`src/rtl/bg_sdram_sched.sv`:
```
// Background picture SDRAM channel scheduler: pairs download bytes into 16-bit writes
// and keeps a small 32-bit RGBA prefetch FIFO filled ahead of the pixel stream.
module bg_sdram_sched #(
    parameter int DEPTH     = 4,
    parameter int ADDR_STEP = 2
) (
    input  logic        i_clk_sys,
    input  logic        i_reset,
    input  logic        i_sdram_ok,
    input  logic        i_dl_active,
    input  logic        i_dl_wr,
    input  logic [24:0] i_dl_addr,
    input  logic [7:0]  i_dl_data,
    input  logic        i_ce_pix,
    input  logic        i_hblank,
    input  logic        i_vblank,
    input  logic        i_vs,
    output logic [23:0] o_ch_addr,
    output logic [15:0] o_ch_din,
    output logic        o_ch_req,
    output logic        o_ch_rnw,
    input  logic        i_ch_ready,
    input  logic [31:0] i_ch_dout,
    output logic [31:0] o_bg_rgba,
    output logic        o_use_bg,
    output logic        o_underrun,
    output logic        o_wr_ovf
);

    localparam int AW = $clog2(DEPTH);
    localparam logic [AW:0] FILL_MAX = (AW + 1)'(DEPTH);

    typedef enum logic [1:0] {
        ST_IDLE    = 2'd0,
        ST_WR_WAIT = 2'd1,
        ST_RD_WAIT = 2'd2
    } state_t;

    state_t r_state;
    state_t w_state_next;

    logic        r_dl_prev;
    logic        r_vs_prev;
    logic        r_use_bg;
    logic        r_underrun;
    logic        r_wr_ovf;
    logic [7:0]  r_even_byte;
    logic        r_wb_valid;
    logic [23:0] r_wb_addr;
    logic [15:0] r_wb_data;
    logic [23:0] r_rd_addr;
    logic        r_stale;
    logic [31:0] r_bg_rgba;

    logic [31:0]   r_fifo_mem [DEPTH];
    logic [AW-1:0] r_wptr;
    logic [AW-1:0] r_rptr;
    logic [AW:0]   r_fill;

    logic w_issue_wr;
    logic w_issue_rd;
    logic w_rd_done;
    logic w_dl_rise;
    logic w_dl_fall;
    logic w_frame;
    logic w_pop_slot;
    logic w_fifo_empty;
    logic w_push;
    logic w_pop;
    logic w_word_in;

    assign w_dl_rise    = i_dl_active & ~r_dl_prev;
    assign w_dl_fall    = ~i_dl_active & r_dl_prev;
    assign w_frame      = i_ce_pix & i_vs & ~r_vs_prev;
    assign w_pop_slot   = i_ce_pix & ~(i_hblank | i_vblank) & r_use_bg;
    assign w_fifo_empty = (r_fill == '0);
    // The frame-restart flush overrides any push or pop landing in the same cycle.
    assign w_push       = w_rd_done & ~r_stale & ~w_frame;
    assign w_pop        = w_pop_slot & ~w_fifo_empty & ~w_frame;
    assign w_word_in    = i_dl_wr & i_dl_addr[0];

    always_ff @(posedge i_clk_sys or posedge i_reset) begin
        if (i_reset) begin
            r_state <= ST_IDLE;
        end else begin
            r_state <= w_state_next;
        end
    end

    // Only one request is ever outstanding, so in IDLE the FIFO fill alone bounds new reads.
    always_comb begin
        w_state_next = r_state;
        w_issue_wr   = 1'b0;
        w_issue_rd   = 1'b0;
        w_rd_done    = 1'b0;
        case (r_state)
            ST_IDLE: begin
                if (r_wb_valid) begin
                    w_issue_wr   = 1'b1;
                    w_state_next = ST_WR_WAIT;
                end else if (r_use_bg && !i_dl_active && (r_fill < FILL_MAX)) begin
                    w_issue_rd   = 1'b1;
                    w_state_next = ST_RD_WAIT;
                end
            end
            ST_WR_WAIT: begin
                if (i_ch_ready) begin
                    w_state_next = ST_IDLE;
                end
            end
            ST_RD_WAIT: begin
                if (i_ch_ready) begin
                    w_rd_done    = 1'b1;
                    w_state_next = ST_IDLE;
                end
            end
            default: begin
                w_state_next = ST_IDLE;
            end
        endcase
    end

    assign o_ch_req  = w_issue_wr | w_issue_rd;
    assign o_ch_rnw  = w_issue_rd;
    assign o_ch_addr = w_issue_wr ? r_wb_addr : r_rd_addr;
    assign o_ch_din  = r_wb_data;

    always_ff @(posedge i_clk_sys or posedge i_reset) begin
        if (i_reset) begin
            r_dl_prev <= 1'b0;
            r_vs_prev <= 1'b0;
            r_use_bg  <= 1'b0;
        end else begin
            r_dl_prev <= i_dl_active;
            if (i_ce_pix) begin
                r_vs_prev <= i_vs;
            end
            if (w_dl_rise) begin
                r_use_bg <= 1'b0;
            end else if (w_dl_fall && i_sdram_ok) begin
                r_use_bg <= 1'b1;
            end
        end
    end

    // A new word may reuse the buffer in the very cycle its predecessor is issued.
    always_ff @(posedge i_clk_sys or posedge i_reset) begin
        if (i_reset) begin
            r_even_byte <= '0;
            r_wb_valid  <= 1'b0;
            r_wb_addr   <= '0;
            r_wb_data   <= '0;
            r_wr_ovf    <= 1'b0;
        end else begin
            if (i_dl_wr && !i_dl_addr[0]) begin
                r_even_byte <= i_dl_data;
            end
            if (w_word_in) begin
                if (r_wb_valid && !w_issue_wr) begin
                    r_wr_ovf <= 1'b1;
                end else begin
                    r_wb_valid <= 1'b1;
                    r_wb_addr  <= i_dl_addr[24:1];
                    r_wb_data  <= {i_dl_data, r_even_byte};
                end
            end else if (w_issue_wr) begin
                r_wb_valid <= 1'b0;
            end
        end
    end

    // A read in flight across a frame restart (or issued in that same cycle) belongs to
    // the old frame: its data is discarded and it does not advance the read address.
    always_ff @(posedge i_clk_sys or posedge i_reset) begin
        if (i_reset) begin
            r_rd_addr <= '0;
            r_stale   <= 1'b0;
        end else begin
            if (w_frame && ((r_state == ST_RD_WAIT && !i_ch_ready) || w_issue_rd)) begin
                r_stale <= 1'b1;
            end else if (w_rd_done) begin
                r_stale <= 1'b0;
            end
            if (w_frame) begin
                r_rd_addr <= '0;
            end else if (w_rd_done && !r_stale) begin
                r_rd_addr <= r_rd_addr + 24'(ADDR_STEP);
            end
        end
    end

    always_ff @(posedge i_clk_sys) begin
        if (w_push) begin
            r_fifo_mem[r_wptr] <= i_ch_dout;
        end
    end

    always_ff @(posedge i_clk_sys or posedge i_reset) begin
        if (i_reset) begin
            r_wptr <= '0;
            r_rptr <= '0;
            r_fill <= '0;
        end else if (w_frame) begin
            r_wptr <= '0;
            r_rptr <= '0;
            r_fill <= '0;
        end else begin
            if (w_push) begin
                r_wptr <= r_wptr + 1'b1;
            end
            if (w_pop) begin
                r_rptr <= r_rptr + 1'b1;
            end
            case ({w_push, w_pop})
                2'b10:   r_fill <= r_fill + 1'b1;
                2'b01:   r_fill <= r_fill - 1'b1;
                default: r_fill <= r_fill;
            endcase
        end
    end

    always_ff @(posedge i_clk_sys or posedge i_reset) begin
        if (i_reset) begin
            r_bg_rgba  <= '0;
            r_underrun <= 1'b0;
        end else begin
            if (!r_use_bg) begin
                r_bg_rgba <= '0;
            end else if (w_pop_slot) begin
                r_bg_rgba <= w_fifo_empty ? 32'h0 : r_fifo_mem[r_rptr];
            end
            if (w_frame) begin
                r_underrun <= 1'b0;
            end else if (w_pop_slot && w_fifo_empty) begin
                r_underrun <= 1'b1;
            end
        end
    end

    assign o_bg_rgba  = r_bg_rgba;
    assign o_use_bg   = r_use_bg;
    assign o_underrun = r_underrun;
    assign o_wr_ovf   = r_wr_ovf;

endmodule

```
`config.mk`:
```
export PLATFORM = sky130hd
export DESIGN_NAME = bg_sdram_sched
export DESIGN_NICKNAME = d
export VERILOG_FILES = /design/src/rtl/bg_sdram_sched.sv
export SDC_FILE = /design/constraint.sdc
export NUM_CORES = 1
export LEC_CHECK = 0
export BUFFER_PORTS_ARGS = -buffer_cell sky130_fd_sc_hd__buf_2
export CELL_PAD_IN_SITES_DETAIL_PLACEMENT = 1
export CELL_PAD_IN_SITES_GLOBAL_PLACEMENT = 2
export CORE_MARGIN = 3
export CORE_UTILIZATION = 45
export CTS_BUF_LIST = sky130_fd_sc_hd__clkbuf_2
export CTS_CLUSTER_DIAMETER = 120
export DETAILED_ROUTE_END_ITERATION = 16
export PLACE_DENSITY_LB_ADDON = 0.05
export SLEW_MARGIN = 20
export SYNTH_ARGS = -nofsm -noshare
export SYNTH_HDL_FRONTEND = slang
export SYNTH_SLANG_ARGS = --single-unit
```
`constraint.sdc`:
```
create_clock -name i_clk_sys -period 5.2 [get_ports i_clk_sys]
set_clock_uncertainty 0.05 [all_clocks]
set_input_delay 0.26 -clock i_clk_sys [delete_from_list [all_inputs] [get_ports i_clk_sys]]
set_output_delay 0.26 -clock i_clk_sys [all_outputs]
set_load 0.01 [all_outputs]
```
==> results of run 1 <==
-- power by group --
group | internal (mW) | switching (mW)
registers | 2.27 | 0.139
clock network | 0.464 | 0.776
logic | 0.562 | 0.498
-- routing by layer --
metal  vias up  track usage (%)  share of wire [%]
met4         0             6.14                1.5
met1      3197             25.5                 42
met2       192             34.5                 51
met3        32             4.56                5.2
li1       2885                -                  -
met5         -                0                  0
-- worst reg2reg max path, stage by stage (launching register included) --
cell           delay (ns)
dfrtp_1              0.45
nor4bb_1             0.17
dlygate4sd3_1        0.60
nand3_1              0.13
nor2_1               0.07
fa_1                 0.39
or4_1                0.56
a21o_1               0.20
a21oi_1              0.14
-- registers in the layout, summed over array words and instances, names as in the netlist, 2 cells and up --
signal       cells
r_rd_addr       23
r_state          2
o_ch_din        16
r_fifo_mem     128
r_wptr           2
r_fill           3
o_bg_rgba       32
r_rptr           2
r_wb_addr       24
r_even_byte      8
-- how the worst max path moves through the flow --
stage                     startpoint               end  slack, ns  depth (start not counted)
after floorplan              i_reset      o_bg_rgba[0]       1.73                          1
after global routing      r_state[0]      o_ch_addr[8]       1.82                          5
after detailed placement  r_state[0]  r_fifo_mem[0][6]       2.50                          4
final                     r_state[0]     o_ch_addr[14]       2.08                          5
after CTS                 r_state[0]     o_ch_addr[14]       1.94                          5
after global placement    r_state[0]  r_fifo_mem[3][6]       2.58                          4
-- area by class of cell --
| cell class | count | area (um2) | area share [%] |
|---|---|---|---|
| antenna | 3 | 7.51 | 0.0603 |
| clock buffer | 87 | 435 | 3.50 |
| clock inverter | 23 | 106 | 0.854 |
| inverter | 9 | 36.3 | 0.291 |
| multi-input combinational | 301 | 2900 | 23.2 |
| sequential | 247 | 6820 | 54.8 |
| tap | 275 | 344 | 2.76 |
| timing repair buffer | 256 | 1810 | 14.5 |
-- cells by family after synthesis --
kind of cell               share of synthesized area (%)
DFF                                                 69.4
muxes                                               15.6
and+or+nand+nor                                     5.64
AOI/OAI and AO/OA                                   5.32
buffers and inverters                               1.49
xor gates and xnor gates                            1.48
adders and majority gates                           1.09
-- stage by stage --
step,util (%),cell area (um2),setup WS [ns]
5_1_grt,58.7,12500,1.82
2_1_floorplan,-,9830,1.73
6_report,58.7,12500,2.08
3_3_place_gp,51.3,10900,2.58
4_1_cts,58.6,12400,1.94
3_5_place_dp,51.3,10900,2.50
-- layout by cell type (no fill, tap or decap), types with 4 or more instances in the layout --
cell	synthesis	layout
buf_2	3	151
edfxtp_1	128	128
dfrtp_1	119	118
dlygate4sd3_1	0	100
clkbuf_2	0	87
mux2_2	72	72
mux4_2	32	32
a22o_1	32	32
nand2_1	22	22
nor2_1	23	21
clkinv_1	0	18
a21oi_1	16	16
o21ai_0	11	11
nand3_1	9	9
inv_1	9	8
xnor2_1	8	8
nand4_1	7	7
or4_1	7	7
ha_1	7	7
xor2_1	6	6
or3_1	5	5
o31ai_1	5	5
and3_2	0	4
buf_4	0	4
-- repair_timing --
| action | in CTS | in global routing |
|---|---|---|
| setup buffers | 0 | 0 |
| endpoints found under the hold margin | 274 | 0 |
| hold buffers | 100 | 0 |
==> qor.yml, run 1 <==
outcome: "finished clean"
rr_startpoint: "o_use_bg"
maxSlewHeadroom_pct: 29.7
grt_max_degree: 64
cts-resized-gates: 0
power.density_mw_per_mm2: 378
top_level_ports: 152
cts-root-buf: "clkbuf_2"
postSynthAreaPerCell_um2: 16.8
initial_core_util_pct: 46.3
die_w_um: 154
ff2ff_setup_slack_ns: 2.41
cp_slowest_cell: "nand2_1"
synthFlopType: "edfxtp_1"
num_vias: 6306
drtAntennaViolNets: 0
hold_path_end: "r_fifo_mem[0][14]"
die_area_mm2: 0.0237
antenna_found_initial: 3
ys_seq_area_share_pct: 69.4
setup_viol: 0
syn_nets: 667
netlist_area_mm2: 0.00983
min_period_ns: 3.12
worstSetupEndpointType: "output port"
grt_overflow: 0
drive_gt1_share_pct: 39.8
yosysUniqueCellTypes: 46
finalPower_mw: 4.71
drt_iter0_drc: 327
ff2ff_path_depth: 8
worstPathMaxFanout: 25
core_area_mm2: 0.0212
hpwl_mm: 14.0
synthTopCellsByArea: "edfxtp_1, dfrtp_1, mux2_2, mux4_2, a22o_1"
first_global_vias: 7088
wl_per_cell_um: 19.5
slew_violations: 0
clock_sinks: 247
netlist_instances: 584
critical_path_required_ns: 4.89
cts_made_buffers: 61
min_from: "i_ch_dout[14]"
clk_latency_ns: 0.88
critical_path_arrival_ns: 2.81
nFillCells: 2080
hp-class: "in2reg"
p_leak_nw: 5.21
fin_setup_tns_ns: 0
htreeDepth: 2
synth_top_area_share_pct: 39.1
holdWs_ns: 0.0888
rows: 53
critPathLaunchType: "register"
ys_warn_count: 0
whs_path_depth: 2
finalWeightedCongestion: 0.727
ys_async_sr_fraction_pct: 48.2
worstMarginPinSlew_ns: 1.05
path_buf_inv: 2
ir_drop_mv: 0.219
regToRegEndpoint: "r_fill[2]"
syn_to_final_growth_pct: 26.7
grt_usage_pct: 20.0
period_share_pct: 60.1
synth-seq-cells: 247
cts_tree: "yes"
rsz0062_at_grt: "no"
fmax_mhz: 320
cap_violations: 0
synthTopCellsByCount: "edfxtp_1, dfrtp_1, mux2_2"
grt_pass1_wl_mm: 37.8
wirelength_mm: 23.5
drc: 0
hold_violations: 0
synth-edff-count: 128
finalNetCount: 959
placedCellCount: 987
cts_buffer_depth: 3
critPathKind: "reg2out"
viasPerCell: 5.25
path_clk_slew_ns: 0.13
yosysTopAreaCell: "edfxtp_1"
yosysMostFrequentCell: "edfxtp_1"
first_pass_iters: 4
die_h_um: 154
cp_slowest_stage_delay_ns: 0.62
cp_cell_sequence: "inv_1 > ha_1 > nand2_1 > mux2_2 > buf_2"
crit_family: "simple AND/OR/NAND/NOR gates"
instances_no_fill: 1201
portBuffers: 151
(Power assumes the default switching activity.)
==> inputs of run 2 (changes only) <==
- CORE_UTILIZATION: 45 -> 38
- clock period: 5.2 -> 2.7 ns (I/O delays scaled with it)
==> qor.yml, run 2 (synthesis results as in run 1) <==
layout_common_cells: "buf_2, edfxtp_1, dfrtp_1"
viasPerCell: 4.99
die_area_mm2: 0.0278
holdWs_ns: 0.0648
crit_family: "buffers and inverters"
p_int_mw: 6.57
top_level_ports: 152
path_clk_slew_ns: 0.10
maxSlewHeadroom_pct: 40.4
drt_iter0_drc: 337
worstSetupEndpointType: "register"
cp_slowest_cell: "nor3_1"
layout_commonest_cell: "buf_2"
first_global_vias: 7223
grt_max_degree: 43
rsz0062_at_grt: "no"
largest_reg_flops: 128
switching_share_pct: 29.3
fmax_mhz: 405
crit_top_cell: "dlygate4sd3_1"
fin_setup_tns_ns: 0
worstPathMaxFanout: 5
critical_path_arrival_ns: 3.13
drive_gt1_share_pct: 41.2
clock_sinks: 247
rows: 58
power_frac_comb_pct: 23.1
cts_buffer_depth: 3
first_pass_iters: 4
pwr-share-seq_pct: 49.5
clk_latency_ns: 0.78
slew_violations: 0
min_period_ns: 2.47
critical_path_required_ns: 3.37
die_h_um: 167
nFillCells: 2539
num_vias: 6404
instances_no_fill: 1284
drtAntennaViolNets: 0
post_cts_buffers: 0
syn_to_final_growth_pct: 30.5
power.density_mw_per_mm2: 725
pre_cts_slack_ns: 0.294
cts-root-buf: "clkbuf_2"
htreeDepth: 3
top_register: "r_fifo_mem"
die_w_um: 167
period_share_pct: 91.3
p_leak_nw: 5.37
cts_tree: "yes"
hp-class: "in2async"
worstMarginPinSlew_ns: 0.892
placedCellCount: 1057
ir_drop_mv: 0.362
antenna_found_initial: 1
grt_pass1_wl_mm: 39.1
cts_made_buffers: 67
cap_violations: 0
setup_ws_ns: 0.234
pwr-share-clk_pct: 27.4
critPathLaunchType: "register"
initial_core_util_pct: 38.8
core_area_mm2: 0.0253
grt_overflow: 0
setup_viol: 0
hpwl_mm: 15.0
path_buf_inv: 2
hold_violations: 0
cp_cell_sequence: "nor3_1 > a21oi_1 > dlygate4sd3_1 > nor2_1 > dlygate4sd3_1"
grt_usage_pct: 17.5
drc: 0
ff_latch_area_mm2: 0.00682
wirelength_mm: 24.0
critPathKind: "reg2reg"
cp_slowest_stage_delay_ns: 0.60
finalNetCount: 988
multiInputGateArea_mm2: 0.00290
wl_per_cell_um: 18.7
portBuffers: 151
finalWeightedCongestion: 0.749
outcome: "finished clean"
netSwitchingPower_mw: 2.73
[run 2: cell types whose count changed in the layout (fill, tap and decap cells not counted), sizes merged]
cell and change:
buf +14, bufinv +1, clkbuf +9, clkinv -6, clkinvlp +2, diode -1
dlygate4sd3 +9
[run 2: power groups by stage]
| stage | clock (mW) | sequential, mW | combinational (mW) |
|---|---|---|---|
| after CTS | 2.68 | 4.61 | 2.18 |
| after floorplan | 0 | 4.69 | 1.27 |
| after detailed placement | 0 | 4.69 | 2.01 |
| after global routing | 2.93 | 4.67 | 2.36 |
| after global placement | 0 | 4.66 | 1.97 |
| final | 2.55 | 4.61 | 2.15 |
[run 2: cell type report]
| type | instances | share of cell area, % |
|---|---|---|
| multi-input cells | 301 | 22.6 |
| repair buffers | 279 | 16.1 |
| clock inverters | 20 | 0.829 |
| flip-flops and latches | 247 | 53.2 |
| diodes | 2 | 0.0390 |
| inverters | 9 | 0.293 |
| well taps | 330 | 3.22 |
| clock buffers | 96 | 3.74 |
[run 2: worst register-to-register path: stages (launching register included)]
cell and delay (ns):
dfrtp_1 0.44, nor3_1 0.60, a21oi_1 0.14, dlygate4sd3_1 0.58
nor2_1 0.09, dlygate4sd3_1 0.55
[run 2: path summary, 6_finish.rpt]
path / from / to / slack, ns / cells past startpoint
max: r_fill[0] / o_underrun / 0.23 / 5
min: i_reset / o_bg_rgba[31] / 0.06 / 3
max reg2reg: r_fill[0] / o_underrun / 0.23 / 5
min reg2reg: o_wr_ovf / o_wr_ovf / 0.44 / 1
max in group asynchronous: i_reset / o_use_bg / 1.81 / 4
min in group i_clk_sys: i_dl_active / r_dl_prev / 0.07 / 2
[run 2: timing repair]
action | in CTS | in global routing
resized for setup | 0 | 1
endpoints found under the hold margin | 333 | 4
hold buffers | 108 | 1
endpoints found under the setup margin | 0 | 21
[run 2: routing by layer]
metal	wire length (um)	vias up	track usage, %
li1	-	2948	-
met2	11700	177	29.1
met4	421	0	5.49
met1	10500	3246	22.5
met3	1450	33	4.94
met5	0	-	0
[run 2: through the flow]
stage	instance area [um2]	power, mW	utilization (%)
after floorplan	9830	5.96	-
after global placement	11100	6.63	44.0
after detailed placement	11100	6.70	44.0
after CTS	12800	9.48	50.6
after global routing	12800	9.96	50.7
final	12800	9.30	50.7
==> inputs of run 3 (changes only) <==
- CORE_UTILIZATION: 38 -> 43
- clock period: 2.7 -> 2.65 ns (I/O delays scaled with it)
==> qor.yml, run 3 (synthesis results as in run 1) <==
fin_setup_tns_ns: 0
drtAntennaViolNets: 0
cts_made_buffers: 68
top_level_ports: 152
rows: 54
drc: 0
grt_overflow: 0
final_core_util_pct: 58.7
grt_usage_pct: 19.8
worstSetupEndpointType: "register"
pre_cts_slack_ns: 0.211
finalNetCount: 1005
p_leak_nw: 5.49
cts_buffer_depth: 3
cap_violations: 0
path_clk_slew_ns: 0.11
critical_path_required_ns: 3.30
final_cell_area_mm2: 0.0130
period_share_pct: 92.8
critPathLaunchType: "register"
wirelength_mm: 24.4
layout_commonest_cell: "buf_2"
worstPathMaxFanout: 4
holdWs_ns: 0.0288
htreeDepth: 3
first_pass_iters: 4
grt_max_degree: 120
drive_gt1_share_pct: 41.6
die_w_um: 157
slew_violations: 0
largest_reg_flops: 128
clk_latency_ns: 0.79
hpwl_mm: 14.2
finalPower_mw: 9.73
antenna_found_initial: 1
portBuffers: 151
setup_ws_ns: 0.190
core_area_mm2: 0.0222
post_cts_buffers: 0
outcome: "finished clean"
critical_path_arrival_ns: 3.11
cts_tree: "yes"
drt_iter0_drc: 218
top_register: "r_fifo_mem"
clock_sinks: 247
grt_pass1_wl_mm: 38.3
viasPerCell: 5.19
maxSlewHeadroom_pct: 34.4
cts-root-buf: "clkbuf_2"
num_vias: 6519
first_global_vias: 7300
wl_per_cell_um: 19.4
instances_no_fill: 1256
finalWeightedCongestion: 0.759
hold_violations: 0
ir_drop_mv: 0.416
hp-class: "in2async"
critPathKind: "reg2reg"
worstMarginPinSlew_ns: 0.982
rsz0062_at_grt: "no"
initial_core_util_pct: 44.4
power.density_mw_per_mm2: 748
min_period_ns: 2.46
post_dp_cell_area_mm2: 0.0111
syn_to_final_growth_pct: 32.4
die_area_mm2: 0.0247
fmax_mhz: 406
setup_viol: 0
placedCellCount: 1005
layout_common_cells: "buf_2, edfxtp_1, dlygate4sd3_1"
die_h_um: 157
## run 3: cell types whose count changed in the layout (fill, tap and decap cells not counted), sizes merged
| cell | before | now |
|---|---|---|
| buf | 170 | 168 |
| clkinv | 15 | 9 |
| dlygate4sd3 | 109 | 126 |
| diode | 2 | 1 |
| inv | 11 | 10 |
| clkbuf | 96 | 111 |
## run 3: per-layer routing
layer  GRT usage [%]  up-vias  part of all wire (%)
met3            5.86       29                   5.9
met1            24.5     3335                    43
met4            6.07        0                   1.4
met2            33.8      171                    50
met5               0        -                     0
li1                -     2984                     -
## run 3: report_power, final
| part | total [mW] | internal, mW | switching [mW] |
|---|---|---|---|
| registers | 4.73 | 4.46 | 0.276 |
| clock network | 2.75 | 1.18 | 1.56 |
| logic | 2.25 | 1.24 | 1.01 |
## run 3: final cells by class
class / count / area [um2]
tap: 280 / 350
clock inverter: 13 / 80.1
sequential: 247 / 6820
inverter: 9 / 37.5
timing repair buffer: 295 / 2270
clock buffer: 110 / 551
multi-input combinational: 301 / 2900
fill: 2169 / 9150
antenna: 1 / 2.50
## run 3: final timing paths
check	startpoint	end	slack [ns]	depth (start not counted)
max in group asynchronous	i_reset	r_rptr[1]	1.91	4
min in group i_clk_sys	i_dl_addr[15]	r_wb_addr[14]	0.08	3
setup reg to reg	r_fill[0]	r_fill[2]	0.19	7
hold reg to reg	o_wr_ovf	o_wr_ovf	0.45	1
hold / removal	i_reset	o_ch_din[13]	0.03	4
setup / recovery	r_fill[0]	r_fill[2]	0.19	7
## run 3: what timing repair did
| item | 4_1_cts | 5_1_grt |
|---|---|---|
| gates resized for setup | 1 | 4 |
| cloned | 0 | 1 |
| pin swaps | 0 | 1 |
| setup endpoints to repair | 23 | 23 |
| endpoints found under the hold margin | 338 | 6 |
| hold buffers | 122 | 4 |
## run 3: critical path: stages (launching register included)
cell and delay, ns:
dfrtp_1 0.44, or3_1 0.41, nand3_1 0.14, nor2_1 0.06, fa_1 0.38, or4_1 0.57
a21o_1 0.20, a21oi_1 0.14
